`src/rtl/mips_fetch.sv`:
```
// Instruction fetch and next-PC unit: owns the PC, fetches words over a
// req/ack handshake, hands them to decode over valid/ready and resolves
// jumps, branches and the wrong-instruction trap when an instruction is consumed.
module mips_fetch #(
    parameter logic [31:0] RESET_VECTOR = 32'h0000_0000,
    parameter logic [31:0] EXC_VECTOR   = 32'h0000_0080
) (
    input  logic        i_clk,
    input  logic        i_rst,
    output logic        o_imem_req,
    output logic [31:0] o_imem_addr,
    input  logic        i_imem_ack,
    input  logic [31:0] i_imem_rdata,
    output logic [31:0] o_instr,
    output logic [5:0]  o_opcode,
    output logic        o_instr_valid,
    input  logic        i_instr_ready,
    output logic [31:0] o_pc_plus4,
    input  logic        i_jmp_en,
    input  logic        i_beq_en,
    input  logic        i_bne_en,
    input  logic        i_wrong_instruction,
    input  logic        i_alu_zero,
    output logic        o_exception,
    output logic [31:0] o_epc,
    output logic [31:0] o_instr_count
);

    typedef enum logic [1:0] {S_IDLE, S_FETCH, S_VALID} state_t;

    state_t      state;
    state_t      state_next;
    logic        fetch_done;
    logic        consume;
    logic        branch_taken;
    logic [31:0] pc;
    logic [31:0] pc_plus4;
    logic [31:0] pc_next;
    logic [31:0] jump_target;
    logic [31:0] branch_target;

    assign o_imem_addr = pc;
    assign o_pc_plus4  = pc_plus4;
    assign o_opcode    = o_instr[31:26];

    // State register; reset parks the FSM in S_IDLE from any state.
    always_ff @(posedge i_clk) begin
        if (i_rst) begin
            state <= S_IDLE;
        end else begin
            state <= state_next;
        end
    end

    // Next-state decode plus the handshake outputs and the accept/consume strobes.
    always_comb begin
        state_next    = state;
        o_imem_req    = 1'b0;
        o_instr_valid = 1'b0;
        fetch_done    = 1'b0;
        consume       = 1'b0;
        case (state)
            S_IDLE: begin
                state_next = S_FETCH;
            end
            S_FETCH: begin
                o_imem_req = 1'b1;
                if (i_imem_ack) begin
                    fetch_done = 1'b1;
                    state_next = S_VALID;
                end
            end
            S_VALID: begin
                o_instr_valid = 1'b1;
                if (i_instr_ready) begin
                    consume    = 1'b1;
                    state_next = S_FETCH;
                end
            end
            default: begin
                state_next = S_IDLE;
            end
        endcase
    end

    // Next-PC selection; the trap has priority and is applied in the register block.
    always_comb begin
        jump_target   = {pc_plus4[31:28], o_instr[25:0], 2'b00};
        branch_target = pc_plus4 + {{14{o_instr[15]}}, o_instr[15:0], 2'b00};
        branch_taken  = (i_beq_en & i_alu_zero) | (i_bne_en & ~i_alu_zero);
        if (i_jmp_en) begin
            pc_next = jump_target;
        end else if (branch_taken) begin
            pc_next = branch_target;
        end else begin
            pc_next = pc_plus4;
        end
    end

    // PC, held instruction, EPC, exception pulse and consume counter.
    always_ff @(posedge i_clk) begin
        if (i_rst) begin
            pc            <= RESET_VECTOR;
            pc_plus4      <= RESET_VECTOR + 32'd4;
            o_instr       <= 32'h0;
            o_epc         <= 32'h0;
            o_instr_count <= 32'h0;
            o_exception   <= 1'b0;
        end else begin
            o_exception <= 1'b0;
            if (fetch_done) begin
                o_instr <= i_imem_rdata;
            end
            if (consume) begin
                o_instr_count <= o_instr_count + 32'd1;
                if (i_wrong_instruction) begin
                    o_epc       <= pc;
                    pc          <= EXC_VECTOR;
                    pc_plus4    <= EXC_VECTOR + 32'd4;
                    o_exception <= 1'b1;
                end else begin
                    pc       <= pc_next;
                    pc_plus4 <= pc_next + 32'd4;
                end
            end
        end
    end

endmodule

```
`config.mk`:
```
export PLATFORM = sky130hd
export DESIGN_NAME = mips_fetch
export DESIGN_NICKNAME = d
export VERILOG_FILES = /design/src/rtl/mips_fetch.sv
export SDC_FILE = /design/constraint.sdc
export NUM_CORES = 1
export LEC_CHECK = 0
export ABC_AREA = 1
export CELL_PAD_IN_SITES_DETAIL_PLACEMENT = 0
export CELL_PAD_IN_SITES_GLOBAL_PLACEMENT = 1
export CORE_UTILIZATION = 36
export CTS_BUF_LIST = sky130_fd_sc_hd__clkbuf_4 sky130_fd_sc_hd__clkbuf_8 sky130_fd_sc_hd__clkbuf_16
export CTS_CLUSTER_SIZE = 10
export DETAILED_ROUTE_END_ITERATION = 7
export GPL_TIMING_DRIVEN = 1
export MAX_ROUTING_LAYER = met4
export PLACE_DENSITY = 0.92
export SETUP_SLACK_MARGIN = 0.4
export SLEW_MARGIN = 20
export SYNTH_ARGS = -nofsm -noshare
export SYNTH_HDL_FRONTEND = slang
export SYNTH_SLANG_ARGS = --single-unit
```
`constraint.sdc`:
```
create_clock -name i_clk -period 3.1 [get_ports i_clk]
set_input_delay 0.62 -clock i_clk [delete_from_list [all_inputs] [get_ports i_clk]]
set_output_delay 0.62 -clock i_clk [all_outputs]
set_load 0.01 [all_outputs]
```
==> reports/qor.csv, run 1 <==
metric;value;unit
tightest_slew;0.7072;ns
synth.yosys.seq_area_share;32.11;%
synthFlopType;dfxtp_1;
post-route-util;56.50;%
clock_skew;0.01249;ns
num_io_pins;210;
finalHoldViolCount;0;
regArea;3161;µm²
cts_tree;yes;
clock_latency;0.45;ns
htree_num_levels;4;
drc_errors;0;
cts_max_path_buffers;2;
final_common_cell;nand2_1;
port_buffers;203;
area_growth;52.13;%
gp_congestion;0.9268;
crit_required;3.48;ns
fp.dieH;166.9;µm
synthDominantCellAreaShare;32.11;%
setup_violations;0;
ir_drop;0.3474;mV
vias_per_cell;5.118;
first_global_vias;10900;
fmax;0.3619;GHz
cp.arrival;3.14;ns
hold_ws;0.4495;ns
antenna_found_initial;0;
mostFrequentLayoutCells;402 x nand2_1, 202 x clkdlybuf4s50_1, 189 x inv_1, 147 x dfxtp_1, 141 x a21oi_1;
drtAntennaViolNets;0;
place_inst;2150;
leakage;6.166;nW
power;5.126;mW
synth_cell_types;46;
slew_violations;0;
syn_avg_cell_area;6.339;µm²
path_clk_slew;0.08;ns
drive_gt1_share;24.67;%
fillCellCount;2496;
timing.setup.tns;0;ns
relSlewSlack;52.74;%
num_rows;59;
synth_area_leader_cell;dfxtp_1;
core;26350;µm²
startpoint_type;register;
vias;11280;
die_x;166.9;µm
synthCells;1544;
nNetsFinal;1929;
grt_overflow;0;
max-cap-violations;0;
holdBufCountCts;0;
cp-end-kind;register;
finalCritPeriodShare;89.15;%
drtIter0Drc;636;
start_util;37.14;%
grt_pass1_wl;58.70;mm
cts_inserted_buffers;17;
root_buffer;clkbuf_16;
status;finished, final reports clean;
num_antenna_cells;0;
stdcell_count;2204;
ys_ff_latch;157;
dieArea;27850;µm²
synth.area.top_cells;dfxtp_1 32%, nand2_1 18%, a21oi_1 7.7%;
path_max_fanout;4;
ys_warn_count;0;
cts.sinks;157;
drt-total-wl;37.89;mm
drt_pass1_iterations;5;
grt_max_degree;66;
path_class;register to register;
grt_usage;27.76;%
min_path_type;register to register;
powerDensity;344.2;nW/µm²
synth_area;9788;µm²
rsz0062_at_grt;true;
period_minus_slack;2.763;ns
multi_input_area;6646;µm²
synth-edff-count;0;
post-dp-hpwl;29.11;mm
wire_per_inst;17.19;µm
synth-async-reset-ratio;0;%
[final cells by class]
| cell class | count | share of cell area, % |
|---|---|---|
| Timing Repair Buffer | 350 | 21.65 |
| Sequential cell | 157 | 21.23 |
| Clock buffer | 17 | 2.857 |
| Inverter | 214 | 5.411 |
| Tap cell | 335 | 2.815 |
| Clock inverter | 15 | 1.403 |
| Multi-Input combinational cell | 1116 | 44.63 |
[registers in the layout (all words and copies together), names as in the netlist]
name / cells
o_pc_plus4: 30
o_exception: 1
state: 2
o_instr_count: 32
o_epc: 30
o_imem_addr: 30
o_instr: 32
[worst max-delay path, cell delays in order, from the launching register on]
cell      delay, ns
dfxtp_4        0.38
ha_4           0.14
inv_2          0.03
fa_2           0.35
inv_2          0.10
buf_6          0.11
nand3_4        0.07
nand3b_1       0.11
nand3_1        0.10
nand2_2        0.09
o21ai_4        0.10
buf_4          0.14
inv_1          0.09
nand2_1        0.10
nor2_1         0.26
nand3_1        0.19
nand2_1        0.12
nand3_2        0.07
a21oi_2        0.14
[cell usage after synthesis, types with 2 or more instances]
cell / instances
buf_1: 6
nor2_1: 124
ha_1: 31
nand2_1: 459
dfxtp_1: 157
nor4_1: 2
nor2_4: 5
nand4_2: 3
buf_4: 14
a21oi_2: 7
o21ai_0: 26
a22o_1: 25
clkbuf_1: 34
nand2_2: 15
nand3_2: 6
o21a_1: 4
nor3_2: 3
nor2_2: 20
o21ai_1: 8
nor3_1: 19
nand3_1: 135
inv_1: 197
buf_2: 7
nand3b_1: 11
o21bai_1: 4
a21oi_1: 151
xnor2_1: 3
o211ai_1: 2
nand4_1: 24
xor2_1: 9
or2_2: 3
inv_2: 16
[power by group]
part	switching [mW]	internal [mW]	leakage, nW
logic	0.464	0.349	4.59
registers	0.0327	2.04	1.27
clock network	1.12	1.12	0.303
[routing by layer]
layer  vias up  global-route usage, %  part of all wire (%)
li1       5573                      -                     -
met1      5206                  34.05                    43
met2       412                  45.73                    47
met3        89                  4.206                   6.2
met4         0                  10.63                   3.5
met5         -                      -                     0
[what timing repair did]
item,CTS,global route
setup endpoints to repair,24,28
pin swaps,39,68
cloned,0,1
buffers inserted,11,10
resized for setup,118,151
[cells by family (layout without fill, tap and decap cells)]
logic type | Yosys count | count (layout) | synth area share (%)
AO/OA/AOI/OAI | 232 | 232 | 13.60
XOR/XNOR | 12 | 12 | 1.074
adder cells (fa/ha/maj) | 32 | 32 | 4.167
buffers and inverters | 276 | 596 | 11.29
flip-flops | 157 | 157 | 32.11
other | 1 | 6 | 0.03831
AND/OR/NAND/NOR | 834 | 834 | 37.72
[path summary, 6_finish.rpt]
kind | start | to | slack, ns | cells past startpoint
worst min-delay path | o_epc[31] | o_epc[31] | 0.45 | 2
worst max register to register | o_pc_plus4[2] | o_pc_plus4[24] | 0.34 | 18
worst max-delay path | o_pc_plus4[2] | o_pc_plus4[24] | 0.34 | 18
worst min register to register | o_epc[31] | o_epc[31] | 0.45 | 2
[through the flow]
stage	setup WS [ns]	cell area [µm²]
6_report	0.3365	14890
4_1_cts	0.3177	14180
3_5_place_dp	-0.05295	12970
3_3_place_gp	-0.006610	12970
2_1_floorplan	0.4128	9807
5_1_grt	0.2081	14890
No activity file was read; power rests on OpenSTA's default activity.
==> run 2: changes to the inputs <==
CORE_UTILIZATION = 32   (was 36)
PLACE_DENSITY = 0.87   (was 0.92)
clock period = 2.2 ns   (was 3.1 ns; I/O delays follow)
==> reports/qor.csv, run 2 (synthesized netlist as in run 1, its figures left out) <==
metric;value;unit;change
status;finished with violations;;was finished, final reports clean
failed_checks;setup timing;;
grt_usage;27.32;%;was 27.76%
grt_max_degree;70;;was 66
antenna_found_initial;2;;was 0
port_buffers;203;;unchanged
reg_top3;o_instr: 32 flops, o_instr_count: 32 flops;;unchanged
num_io_pins;210;;unchanged
clock_latency;0.45;ns;about the same
start_util;32.76;%;was 37.14%
post-route-util;61.74;%;was 56.50%
drc_errors;0;;unchanged
area_growth;88.43;%;was 52.13%
num_rows;63;;was 59
htree_num_levels;4;;unchanged
timing.setup.tns;-15.69;ns;was 0 ns
critPathMaxStageDelay;0.37;ns;was 0.38 ns
cts.sinks;157;;unchanged
drt_pass1_iterations;5;;unchanged
core;29870;µm²;was 26350 µm²
root_buffer;clkbuf_16;;unchanged
leakage;9.882;nW;was 6.166 nW
crit_slowest_cell;fa_2;;was dfxtp_4
vias;12480;;was 11280
p_sw;2.323;mW;was 1.616 mW
power_frac_comb;19.1;%;was 15.8%
cp-end-kind;register;;unchanged
max-cap-violations;0;;unchanged
path_class;register to register;;unchanged
ir_drop;0.5387;mV;was 0.3474 mV
crit_required;2.56;ns;was 3.48 ns
mostFrequentLayoutCells;321 x nand2_1, 243 x buf_4, 151 x inv_1, 107 x a21oi_1, 107 x buf_6;;was 402 x nand2_1, 202 x clkdlybuf4s50_1, 189 x inv_1, 147 x dfxtp_1, 141 x a21oi_1
fp.dieH;176.9;µm;was 166.9 µm
path_buf_inv;10;;was 5
grt_pass1_wl;63.98;mm;was 58.70 mm
cp.arrival;3.19;ns;was 3.14 ns
path_max_fanout;3;;was 4
gp_congestion;0.9776;;was 0.9268
die_x;176.9;µm;was 166.9 µm
drt-total-wl;44.24;mm;was 37.89 mm
vias_per_cell;5.045;;was 5.118
crit_family;buffers and inverters;;was simple AND/OR/NAND/NOR gates
drtAntennaViolNets;0;;unchanged
cts_tree;yes;;unchanged
period_minus_slack;2.828;ns;was 2.763 ns
clock_skew;0.01248;ns;was 0.01249 ns
path_clk_slew;0.07;ns;was 0.08 ns
power;7.505;mW;was 5.126 mW
min_path_type;register to register;;unchanged
nNetsFinal;2142;;was 1929
startpoint_type;register;;unchanged
relSlewSlack;65.47;%;was 52.74%
clkPwrFrac;42.0;%;was 43.6%
final_common_cell;nand2_1;;unchanged
grt_overflow;0;;unchanged
slew_violations;0;;unchanged
layout_setup_ws;-0.6277;ns;was 0.3365 ns
tightest_slew;0.5173;ns;was 0.7072 ns
wire_per_inst;17.89;µm;was 17.19 µm
powerDensity;406.9;nW/µm²;was 344.2 nW/µm²
dieArea;31290;µm²;was 27850 µm²
cts_max_path_buffers;2;;unchanged
setup_violations;47;;was 0
drtIter0Drc;728;;was 636
place_ws;-0.7781;ns;was -0.05295 ns
fmax;0.3536;GHz;was 0.3619 GHz
rsz0062_at_grt;true;;unchanged
crit_chain;ha_4, inv_2, fa_2, inv_4, nand2_4, buf_6, buf_6, nand3_2, nand3_2, nand2_2, nor2_2, nand2_2, nor2_4, buf_6, buf_6, buf_6, buf_6, buf_6, inv_8, nor2_4, nand2_2, nand3_4, a21oi_2;;was ha_4, inv_2, fa_2, inv_2, buf_6, nand3_4, nand3b_1, nand3_1, nand2_2, o21ai_4, buf_4, inv_1, nand2_1, nor2_1, nand3_1, nand2_1, nand3_2, a21oi_2
post-dp-hpwl;31.47;mm;was 29.11 mm
first_global_vias;11830;;was 10900
p_int;5.181;mW;was 3.510 mW
netSwitchingFraction;30.96;%;was 31.52%
finalCritPeriodShare;128.5;%;was 89.15%
reg2reg_slack;-0.63;ns;was 0.34 ns
seq_power_share;39.0;%;was 40.5%
drive_gt1_share;45.82;%;was 24.67%
finalHoldViolCount;0;;unchanged
crit_path_frequent_cell;buf_6;;
cts_inserted_buffers;17;;unchanged
-- run 2: cell types whose count changed in the layout (fill, tap and decap cells not counted), sizes merged --
cell / change
clkinv: -4
clkbuf: +1
clkdlybuf4s50: -144
clkinvlp: +2
dlymetal6s2s: +101
diode: +1
dlygate4sd2: +40
bufinv: +1
clkdlybuf4s15: +1
buf: +215
-- run 2: path summary, 6_finish.rpt --
check                                     end  cells past startpoint           from
worst max-delay path            o_pc_plus4[9]                     23  o_pc_plus4[2]
worst min-delay path                 o_epc[3]                      2       o_epc[3]
worst max register to register  o_pc_plus4[9]                     23  o_pc_plus4[2]
worst min register to register       o_epc[3]                      2       o_epc[3]
-- run 2: metal layers --
layer / vias to the layer above / global-route usage, % / part of all wire, % / routed length, µm
met2: 438 / 45.21 / 49 / 21620
met5: - / - / 0 / 0
met1: 5912 / 32.91 / 42 / 18640
met3: 106 / 3.887 / 5.1 / 2248
met4: 0 / 11.93 / 3.9 / 1736
li1: 6020 / - / - / -
-- run 2: power groups by stage --
stage	clock network [mW]	logic [mW]	registers (mW)
finish	3.15	1.43	2.92
global route	3.33	1.52	2.93
CTS	3.20	1.27	2.92
detailed placement	0	1.14	3.00
global placement	0	1.13	3.00
floorplan	0	0.529	3.01
-- run 2: per-stage QoR --
step	instance area, µm²	instances	hold slack [ns]
5_1_grt	18440	2473	0.4647
4_1_cts	16680	2433	0.4540
2_1_floorplan	10370	1549	0.4717
3_3_place_gp	14580	2329	0.4295
6_report	18440	2473	0.4511
3_5_place_dp	14580	2329	0.4413
-- run 2: layout make-up --
class	instances	area [µm²]
Fill cell	2567	11430
Multi-Input combinational cell	1116	7790
Timing Repair Buffer	563	5464
Sequential cell	157	3251
Inverter	214	838.3
Tap cell	390	488.0
Clock buffer	18	439.2
Clock inverter	14	171.4
Antenna cell	1	2.502
-- run 2: worst reg2reg max path, delay by kind of cell, from the launching register on --
family                     cells  cell delay, ns
adders and majority gates      2            0.51
buffers and inverters         10            0.96
and+or+nand+nor               10            0.73
DFF                            1            0.36
AOI/OAI and AO/OA              1            0.18
-- run 2: timing repair --
action / in CTS / in global routing
setup endpoints to repair: 195 / 217
resized for setup: 319 / 463
hold buffers: 0 / 0
buffers inserted: 72 / 39
pin swaps: 111 / 153
==> run 3: changes to the inputs <==
CORE_MARGIN = 3   (was not set)
==> reports/qor.csv, run 3 (synthesized netlist as in run 1, its figures left out) <==
metric;value;unit;change
grt_usage;26.00;%;was 27.32%
tightest_slew;0.9168;ns;was 0.5173 ns
core;29870;µm²;unchanged
num_antenna_cells;0;;was 1
relSlewSlack;38.88;%;was 65.47%
fin_area;18540;µm²;was 18440 µm²
layout_setup_ws;-0.5901;ns;was -0.6277 ns
cts_max_path_buffers;2;;unchanged
drc_errors;0;;unchanged
hp-start;i_rst;;was o_epc[3]
regArea;3241;µm²;was 3251 µm²
start_util;32.76;%;unchanged
min_path_type;input port to register;;was register to register
reg_top3;o_instr: 32 flops, o_instr_count: 32 flops;;unchanged
period_minus_slack;2.790;ns;was 2.828 ns
powerDensity;407.8;nW/µm²;was 406.9 nW/µm²
drive_gt1_share;45.57;%;was 45.82%
port_buffers;203;;unchanged
grt_max_degree;94;;was 70
drtIter0Drc;693;;was 728
grt_pass1_wl;66.32;mm;was 63.98 mm
wire_per_inst;17.81;µm;was 17.89 µm
slew_violations;0;;unchanged
fmax;0.3584;GHz;was 0.3536 GHz
antenna_found_initial;0;;was 2
cts.sinks;157;;unchanged
startpoint_type;register;;unchanged
cp.arrival;3.15;ns;was 3.19 ns
cts_inserted_buffers;17;;unchanged
gp_congestion;0.9614;;was 0.9776
max-cap-violations;0;;unchanged
failed_checks;setup timing;;unchanged
hold_ws;0.3232;ns;was 0.4511 ns
htree_num_levels;4;;unchanged
holdBufCountCts;0;;unchanged
vias_per_cell;4.979;;was 5.045
area_growth;89.40;%;was 88.43%
crit_required;2.56;ns;about the same
final_common_cell;nand2_1;;unchanged
top_layer;met4;;unchanged
drt_pass1_iterations;7;;was 5
post-dp-hpwl;31.37;mm;was 31.47 mm
reg2reg_slack;-0.59;ns;was -0.63 ns
fp.dieH;180.9;µm;was 176.9 µm
r2r_start;o_pc_plus4[2];;unchanged
wl_met3;1.921;mm;was 2.248 mm
clock_latency;0.44;ns;was 0.45 ns
drt-total-wl;44.36;mm;was 44.24 mm
mostFrequentLayoutCells;322 x nand2_1, 261 x buf_4, 151 x inv_1, 129 x clkdlybuf4s50_1, 117 x a21oi_1;;was 321 x nand2_1, 243 x buf_4, 151 x inv_1, 107 x a21oi_1, 107 x buf_6
dpl-instance-area;14630;µm²;was 14580 µm²
cts_tree;yes;;unchanged
setup_violations;47;;unchanged
clock_skew;0.01600;ns;was 0.01248 ns
hold_depth;2;;unchanged
finalCritPeriodShare;126.8;%;was 128.5%
fillCellCount;2548;;was 2567
status;finished with violations;;unchanged
cp-end-kind;register;;unchanged
dr_wl_met2;21.96;mm;was 21.62 mm
die_x;180.9;µm;was 176.9 µm
leakage;8.879;nW;was 9.882 nW
first_global_vias;12330;;was 11830
vias;12400;;was 12480
path_class;register to register;;unchanged
rr_endpoint;o_pc_plus4[22];;was o_pc_plus4[9]
rsz0062_at_grt;true;;unchanged
worst_r2r_path_depth;20;;was 23
path_clk_slew;0.08;ns;was 0.07 ns
met1_length;19.04;mm;was 18.64 mm
root_buffer;clkbuf_16;;unchanged
num_io_pins;210;;unchanged
multi_input_area;7853;µm²;was 7790 µm²
drtAntennaViolNets;0;;unchanged
grt_overflow;0;;unchanged
whs_endpoint;o_instr_count[18];;was o_epc[3]
path_max_fanout;4;;was 3
ir_drop;0.4836;mV;was 0.5387 mV
dieArea;32720;µm²;was 31290 µm²
num_rows;63;;unchanged
nNetsFinal;2160;;was 2142
finalHoldViolCount;0;;unchanged
==> run 3: changes by cell type in the layout (fill, tap and decap cells not counted), moves of 6 or more <==
cell,change
a21oi_2,-12
nor2_2,-12
nor2_4,+12
dfxtp_1,+6
buf_4,+18
dlygate4sd2_1,-15
dlymetal6s2s_1,-56
a21oi_1,+10
clkdlybuf4s50_1,+71
==> run 3: through the flow <==
| step | util (%) | setup slack, ns | TNS (ns) | total power, mW | instances |
|---|---|---|---|---|---|
| 2_1_floorplan | - | -0.3212 | -3.803 | 3.542 | 1549 |
| 3_3_place_gp | 48.97 | -0.8347 | -38.55 | 4.125 | 2334 |
| 3_5_place_dp | 48.98 | -0.8384 | -29.58 | 4.133 | 2334 |
| 4_1_cts | 57.87 | -0.5305 | -13.88 | 7.495 | 2445 |
| 5_1_grt | 62.06 | -0.7386 | -23.00 | 7.815 | 2490 |
| 6_report | 62.06 | -0.5901 | -16.00 | 7.560 | 2490 |
==> run 3: worst max-delay path, cell delays in order, from the launching register on <==
cell and delay [ns]:
dfxtp_4 0.36, ha_4 0.13, inv_2 0.03, fa_2 0.34, inv_2 0.09, nand2_4 0.05
nand2_4 0.08, nand3_4 0.08, nand3_2 0.11, nand3_4 0.08, a21oi_4 0.21, buf_6 0.15
nand4_4 0.11, nor2_4 0.24, buf_6 0.14, inv_4 0.03, nor2_4 0.12, nand2_1 0.07
nand2_1 0.07, nand3_2 0.07, a21oi_2 0.12
==> run 3: how the worst max path moves through the flow <==
stage                     endpoint           from  slack, ns
global route        o_pc_plus4[28]  o_pc_plus4[2]      -0.74
detailed placement  o_pc_plus4[30]     i_alu_zero      -0.84
finish              o_pc_plus4[22]  o_pc_plus4[2]      -0.59
global placement    o_pc_plus4[30]     i_alu_zero      -0.83
CTS                 o_pc_plus4[24]  o_pc_plus4[2]      -0.53
floorplan           o_pc_plus4[28]     o_instr[0]      -0.32
==> run 3: what timing repair did <==
item,in CTS,in global routing
gates cloned,0,1
resized for setup,437,274
endpoints found under the setup margin,203,231
setup buffers,79,44
pin swaps,140,134
==> run 3: final cells by class <==
type | count | share of cell area, %
inverter | 214 | 4.468
timing repair buffer | 580 | 29.76
tap | 390 | 2.632
sequential | 157 | 17.48
clock buffer | 17 | 2.295
multi-input combinational | 1117 | 42.36
clock inverter | 15 | 1.012
==> run 3: metal layers <==
| layer | global-route usage, % | up-vias |
|---|---|---|
| met4 | 8.136 | 0 |
| met2 | 44.25 | 376 |
| li1 | - | 6057 |
| met5 | - | - |
| met1 | 32.19 | 5878 |
| met3 | 3.221 | 86 |
==> run 3: report_power, final <==
| part | switching, mW | leakage, nW | internal (mW) |
|---|---|---|---|
| combinational | 0.813 | 7.29 | 0.709 |
| clock | 1.56 | 0.294 | 1.55 |
| sequential | 0.0461 | 1.30 | 2.88 |
| total | 2.42 | 8.88 | 5.14 |
